$ cat src/rtl/prv32_pkg.sv
// Shared RV32M constants and MDU state encoding for the prv32 core.
// Optional feature macro used by prv32_mdu: PRV32_MDU_FAST_MUL_EN.
package prv32_pkg;

  localparam int XLEN = 32;

  // Opcode/funct7 pair the decoder matches to route M-extension ops to the MDU.
  localparam logic [6:0] OPC_OP    = 7'b0110011;
  localparam logic [6:0] F7_MULDIV = 7'b0000001;

  localparam logic [2:0] F3_MUL    = 3'b000;
  localparam logic [2:0] F3_MULH   = 3'b001;
  localparam logic [2:0] F3_MULHSU = 3'b010;
  localparam logic [2:0] F3_MULHU  = 3'b011;
  localparam logic [2:0] F3_DIV    = 3'b100;
  localparam logic [2:0] F3_DIVU   = 3'b101;
  localparam logic [2:0] F3_REM    = 3'b110;
  localparam logic [2:0] F3_REMU   = 3'b111;

  typedef enum logic [1:0] {
    MDU_IDLE = 2'd0,
    MDU_CALC = 2'd1,
    MDU_FIX  = 2'd2,
    MDU_DONE = 2'd3
  } mdu_state_e;

endpackage

$ cat src/rtl/prv32_mdu_negate.sv
// Conditional two's-complement negator; width set by W.
module prv32_mdu_negate #(
  parameter int W = 32
) (
  input  logic         i_neg,
  input  logic [W-1:0] i_val,
  output logic [W-1:0] o_val
);

  assign o_val = i_neg ? (~i_val + {{(W-1){1'b0}}, 1'b1}) : i_val;

endmodule

$ cat src/rtl/prv32_mdu.sv
// Iterative RV32M multiply/divide unit (shift-add multiply, restoring divide).
// Optional macro PRV32_MDU_FAST_MUL_EN: single-cycle combinational multiply path.
module prv32_mdu #(
  parameter int XLEN  = 32,
  parameter int CNT_W = 5
) (
  input  logic            clk,
  input  logic            rst,
  input  logic            start,
  input  logic            flush,
  input  logic [2:0]      funct3,
  input  logic [XLEN-1:0] a,
  input  logic [XLEN-1:0] b,
  output logic            busy,
  output logic            done,
  output logic [XLEN-1:0] r,
  output logic [1:0]      dbg_state
);
  import prv32_pkg::*;

  // Handshake: start is accepted only in IDLE (busy=0) without flush; the
  // matching result is valid on r during the single cycle done=1.

  mdu_state_e          r_state, w_next;
  logic [2:0]          r_op;
  logic                r_neg, r_rem_neg;
  logic [XLEN-1:0]     r_opb, r_r;
  logic [2*XLEN-1:0]   r_prod;
  logic [CNT_W-1:0]    r_cnt;

  logic                w_a_sgn, w_b_sgn, w_a_neg, w_b_neg;
  logic [XLEN-1:0]     w_a_mag, w_b_mag;
  logic                w_b_zero, w_ovf, w_special, w_accept, w_fast_go;
  logic [XLEN-1:0]     w_special_r, w_fast_r, w_quo, w_rem, w_fix_r;
  logic [XLEN:0]       w_mul_sum, w_div_trial, w_div_diff;
  logic [2*XLEN-1:0]   w_mul_next, w_div_next, w_prod_fix;

  assign w_a_sgn = (funct3 == F3_MULH) || (funct3 == F3_MULHSU) ||
                   (funct3 == F3_DIV)  || (funct3 == F3_REM);
  assign w_b_sgn = (funct3 == F3_MULH) || (funct3 == F3_DIV) || (funct3 == F3_REM);
  assign w_a_neg = w_a_sgn & a[XLEN-1];
  assign w_b_neg = w_b_sgn & b[XLEN-1];

  prv32_mdu_negate #(.W(XLEN)) u_neg_a (.i_neg(w_a_neg), .i_val(a), .o_val(w_a_mag));
  prv32_mdu_negate #(.W(XLEN)) u_neg_b (.i_neg(w_b_neg), .i_val(b), .o_val(w_b_mag));

  assign w_b_zero  = (b == '0);
  assign w_ovf     = ((funct3 == F3_DIV) || (funct3 == F3_REM)) &&
                     (a == {1'b1, {(XLEN-1){1'b0}}}) && (b == '1);
  assign w_special = funct3[2] & (w_b_zero | w_ovf);
  assign w_accept  = (r_state == MDU_IDLE) && start && !flush;

  // funct3[1] separates REM/REMU from DIV/DIVU.
  always_comb begin
    w_special_r = '0;
    if (w_b_zero) w_special_r = funct3[1] ? a : '1;
    else          w_special_r = funct3[1] ? '0 : {1'b1, {(XLEN-1){1'b0}}};
  end

`ifdef PRV32_MDU_FAST_MUL_EN
  logic signed [XLEN:0]     w_fa, w_fb;
  logic signed [2*XLEN-1:0] w_fp;
  assign w_fa      = {w_a_sgn & a[XLEN-1], a};
  assign w_fb      = {w_b_sgn & b[XLEN-1], b};
  assign w_fp      = w_fa * w_fb;
  assign w_fast_r  = (funct3 == F3_MUL) ? w_fp[XLEN-1:0] : w_fp[2*XLEN-1:XLEN];
  assign w_fast_go = ~funct3[2];
`else
  assign w_fast_r  = '0;
  assign w_fast_go = 1'b0;
`endif

  // Multiply: upper half accumulates, multiplier consumed from bit 0.
  assign w_mul_sum  = {1'b0, r_prod[2*XLEN-1:XLEN]} + (r_prod[0] ? {1'b0, r_opb} : '0);
  assign w_mul_next = {w_mul_sum, r_prod[XLEN-1:1]};

  // Divide: upper half is the partial remainder, lower half shifts dividend out / quotient in.
  assign w_div_trial = {r_prod[2*XLEN-1:XLEN], r_prod[XLEN-1]};
  assign w_div_diff  = w_div_trial - {1'b0, r_opb};
  assign w_div_next  = w_div_diff[XLEN] ? {w_div_trial[XLEN-1:0], r_prod[XLEN-2:0], 1'b0}
                                        : {w_div_diff[XLEN-1:0],  r_prod[XLEN-2:0], 1'b1};

  prv32_mdu_negate #(.W(2*XLEN)) u_neg_prod (.i_neg(r_neg), .i_val(r_prod), .o_val(w_prod_fix));
  prv32_mdu_negate #(.W(XLEN)) u_neg_quo (.i_neg(r_neg), .i_val(r_prod[XLEN-1:0]), .o_val(w_quo));
  prv32_mdu_negate #(.W(XLEN)) u_neg_rem (.i_neg(r_rem_neg), .i_val(r_prod[2*XLEN-1:XLEN]), .o_val(w_rem));

  always_comb begin
    w_fix_r = w_rem;
    case (r_op)
      F3_MUL:                        w_fix_r = w_prod_fix[XLEN-1:0];
      F3_MULH, F3_MULHSU, F3_MULHU:  w_fix_r = w_prod_fix[2*XLEN-1:XLEN];
      F3_DIV, F3_DIVU:               w_fix_r = w_quo;
      default:                       w_fix_r = w_rem;
    endcase
  end

  always_ff @(posedge clk or posedge rst) begin
    if (rst) r_state <= MDU_IDLE;
    else     r_state <= w_next;
  end

  always_comb begin
    w_next = r_state;
    case (r_state)
      MDU_IDLE: if (start) w_next = (w_special || w_fast_go) ? MDU_DONE : MDU_CALC;
      MDU_CALC: if (r_cnt == CNT_W'(XLEN-1)) w_next = MDU_FIX;
      MDU_FIX:  w_next = MDU_DONE;
      MDU_DONE: w_next = MDU_IDLE;
      default:  w_next = MDU_IDLE;
    endcase
    if (flush) w_next = MDU_IDLE;
  end

  always_ff @(posedge clk or posedge rst) begin
    if (rst) begin
      r_op      <= '0;
      r_neg     <= 1'b0;
      r_rem_neg <= 1'b0;
      r_opb     <= '0;
      r_prod    <= '0;
      r_cnt     <= '0;
      r_r       <= '0;
    end else if (w_accept) begin
      r_op      <= funct3;
      r_neg     <= w_a_neg ^ w_b_neg;
      r_rem_neg <= w_a_neg;
      r_opb     <= w_b_mag;
      r_prod    <= {{XLEN{1'b0}}, w_a_mag};
      r_cnt     <= '0;
      if (w_special)      r_r <= w_special_r;
      else if (w_fast_go) r_r <= w_fast_r;
    end else if (!flush && r_state == MDU_CALC) begin
      r_prod <= r_op[2] ? w_div_next : w_mul_next;
      r_cnt  <= r_cnt + CNT_W'(1);
    end else if (!flush && r_state == MDU_FIX) begin
      r_r <= w_fix_r;
    end
  end

  assign busy      = (r_state != MDU_IDLE);
  assign done      = (r_state == MDU_DONE);
  assign r         = r_r;
  assign dbg_state = r_state;

endmodule
$ cat config.mk
export PLATFORM = sky130hd
export DESIGN_NAME = prv32_mdu
export DESIGN_NICKNAME = d
export VERILOG_FILES = /design/src/rtl/prv32_pkg.sv /design/src/rtl/prv32_mdu_negate.sv /design/src/rtl/prv32_mdu.sv
export SDC_FILE = /design/constraint.sdc
export NUM_CORES = 1
export LEC_CHECK = 0
export BUFFER_PORTS_ARGS = -buffer_cell sky130_fd_sc_hd__buf_2
export CELL_PAD_IN_SITES_DETAIL_PLACEMENT = 1
export CELL_PAD_IN_SITES_GLOBAL_PLACEMENT = 2
export CORE_AREA = 8 8 251 277
export CTS_CLUSTER_SIZE = 40
export DETAILED_ROUTE_END_ITERATION = 7
export DIE_AREA = 0 0 259 285
export PLACE_DENSITY_LB_ADDON = 0.1
export SLEW_MARGIN = 15
export SYNTH_ARGS = -nofsm -noshare
export SYNTH_HDL_FRONTEND = slang
export SYNTH_HIERARCHICAL = 1
export SYNTH_SLANG_ARGS = --single-unit
export TNS_END_PERCENT = 10
$ cat constraint.sdc
create_clock -name clk -period 6.9 [get_ports clk]
set_input_delay 1.38 -clock clk [delete_from_list [all_inputs] [get_ports clk]]
set_output_delay 1.38 -clock clk [all_outputs]
set_load 0.01 [all_outputs]
==> impl_summary.log <==
[metrics] relative slew slack: 32.7%
[metrics] global-route wire length before repair: 109,000 µm
[metrics] number of slew-limit violations in the final report: 0
[metrics] antenna fix cells: 0
[metrics] post-cts gate resize count: 0
[metrics] Worst Path Required: about 7300 ps
[metrics] TritonCTS clock tree: yes
[metrics] final-layout fill cell count: slightly below 8,000
[metrics] most common cell in the netlist: nand2_1
[metrics] Power per Cell Area: between 500 and 600 nW/µm²
[metrics] total number of H-tree levels: 4
[metrics] CTS Buffer Depth: 2
[metrics] clock skew: 13.2 ps
[metrics] Slew @ Worst Pin: 1010 ps
[metrics] cell type with the largest total area after synthesis: dfrtp_1
[metrics] most numerous cell types in the synthesized netlist: nand2_1, xnor2_1, o21ai_0, a21oi_1, dfrtp_1
[metrics] top cell type's share of synthesized area: 21.8%
[metrics] total die area: approximately 74,000 µm²
[metrics] vias in the first global route: about 17,000
[metrics] post-CTS setup buffer count: 0
[metrics] Critical Path End Type: flop
[metrics] total half-perimeter wirelength after legalization and detailed placement: 53,600 µm
[metrics] Clock Sinks: 140
[metrics] antenna violations before repair: 1
[metrics] flop and latch count out of synthesis: 140
[metrics] Post-Layout Cell Count: between 2,000 and 3,000
[metrics] area of the multi-input gates: about 12,000 µm²
[metrics] Skew-Pair Late Insertion Delay: ~490 ps
[metrics] gpl congestion: 0.813
[metrics] Vert. Die Dim: between 200 and 300 µm
[metrics] clock transition at the register clock pins on the worst setup and hold paths after CTS: 70 ps
[metrics] number of nets in the final layout: 2,228
[metrics] pin count of the biggest net entering global routing: between 100 and 150
[metrics] DRC marker count from the first detailed-route iteration: between 800 and 900
[metrics] ranking of synthesized cells by area: dfrtp_1, xnor2_1, o21ai_0, ha_1, a21oi_1
[metrics] DRT antenna net count: 0
[metrics] distinct cell type count after synthesis: 88
[metrics] type of the most critical hold path: reg -> reg
[metrics] GRT Util Overall: a little under a fifth
[metrics] Final Hold Viols: 0
[metrics] die extent in x: roughly 260 µm
[metrics] post-synthesis instance total: approximately 2,000
[metrics] post-route setup TNS: 0 ps
[metrics] fraction of layout cells with a size suffix above 1: 13.4%
[metrics] Storage cell area: 3510 µm²
[metrics] Min Hold Slack: approximately 480 ps
[metrics] total core area: 64,600 µm²
[metrics] most heavily used metal layer in global routing: met2
[metrics] Initial Util: 24.9%
[metrics] status: completed
[metrics] launching element type of the critical path: flop
[metrics] total of hold buffers inserted after clock tree synthesis: 0
[metrics] Leak: about 7.0 nW
[metrics] number of standard-cell rows in the floorplan: between 90 and 100
[metrics] Synth Warn #: 6
[metrics] final period demand of the worst path: around 4300 ps
[metrics] count of buffers inserted at the top-level ports: 106
[metrics] setup repair after global routing missed its margin: no
[metrics] synthesized netlist net count: between 2,000 and 2,500
[metrics] vias per cell: roughly 5.4
[metrics] number of buffers inserted during clock tree synthesis: 17
[metrics] Clock Tree Root: clkbuf_16
[metrics] maximum operating frequency: approximately 230 MHz
[metrics] arrival time of data at the critical path endpoint: roughly 4700 ps
[metrics] met2 GRT Util: 33.9%
[metrics] post-route fraction of the period consumed by the critical path: 62.7%
[metrics] max cap viols: 0
[metrics] fraction of registers with async set/reset: 100%
[metrics] cell area after technology mapping: 16,100 µm²
[metrics] grt ovf: 0
[metrics] average instance area after synthesis: 7.91 µm²
[metrics] Synth Flop Type: dfrtp_1
[metrics] area growth from synthesis to layout: 13.0%
[metrics] num ports: ~110
[metrics] total iterations of the first detailed-routing run: 5
[metrics] Max Fanout on Critical Path: 50
[metrics] number of endpoints failing setup at the final stage: 0
[metrics] GR Layer Usage met1: 24.3%
[metrics] Final Routed Wirelength: 71,800 µm
[metrics] DR vias: 15,823
[metrics] portion of the post-synthesis area used by sequential elements: a little over a fifth
[metrics] per-cell routed wire length: ~24 µm
[metrics] final routed DRC violation total: 0
[metrics] EDFF count, synth: 0
[metrics] classification of the worst setup path: reg -> reg
[metrics] instance count after placement with tap cells included: 2,911
[metrics] M3 GR Usage: 2.08%
[metrics] VDD IR-drop max: around 220 µV
-- area by class of cell --
type                       instances  area share [%]
multi-input combinational       1712            65.5
clock buffer                      22            2.56
timing repair buffer             142            4.48
inverter                          67            1.41
tap                              850            5.86
clock inverter                    10           0.896
sequential                       140            19.3
-- worst paths after layout --
path | startpoint | to | slack, ps | cells after the start
max | r_prod[31] | r_prod[59] | 2580 | 14
min | r[14] | r[14] | 480 | 2
max reg2reg | r_prod[31] | r_prod[59] | 2580 | 14
min reg2reg | r[14] | r[14] | 480 | 2
max in group asynchronous | rst | r_op[2] | 4820 | 3
min in group asynchronous | rst | r[3] | 870 | 2
-- metal layers --
metal	part of all wire, %	up-vias
met2	51	200
met4	2.2	0
met1	45	7991
li1	-	7581
met3	2.1	51
met5	0	-
-- flip-flops by register name, summed over array words and instances (netlist names) --
name and cells:
r_prod 64, r 32, r_opb 32, r_cnt 5, r_op 3, dbg_state 2, r_neg 1, r_rem_neg 1
-- cell usage in the layout (no fill, tap or decap), types with 35 or more instances in the layout --
cell and n:
dfrtp_1 138, inv_1 66, o31ai_1 56, a21oi_1 172, buf_4 35, nand2_1 229, a21o_1 35, nor2_1 92
o221ai_1 37, o21ai_0 205, nand2b_1 57, mux2i_1 46, ha_1 75, buf_2 106, xnor2_1 218
-- cells by family after synthesis --
group                      synth area share, %
muxes                                     3.21
DFF                                       21.8
adders and majority gates                 6.09
and+or+nand+nor                           23.2
xor gates and xnor gates                  12.9
AOI/OAI and AO/OA                         28.3
buffers and inverters                     4.51
-- power breakdown --
group | internal, mW | switching, mW
registers | 1.15 | 0.674
clock network | 0.624 | 0.430
logic | 2.45 | 3.77
-- stage by stage --
stage | util [%] | area, µm² | power (mW) | setup WS (ps)
floorplan | - | 16100 | 6.12 | 1770
global placement | 27.1 | 17500 | 8.07 | 2600
detailed placement | 27.1 | 17500 | 8.11 | 2620
CTS | 28.1 | 18200 | 9.22 | 2590
global route | 28.1 | 18200 | 9.89 | 2400
finish | 28.1 | 18200 | 9.10 | 2580
-- worst max-delay path, cell delays in order, from the launching register on --
cell and delay [ps]:
dfrtp_1 530, inv_1 80, ha_1 220, fa_1 390, nand2b_1 200, a21oi_1 350
o21ai_2 160, a211oi_2 430, o211ai_2 220, and3_1 250, nor3_4 160, buf_4 530
nor2_1 110, a31o_1 210, a221o_1 340
(Power assumes the default switching activity.)
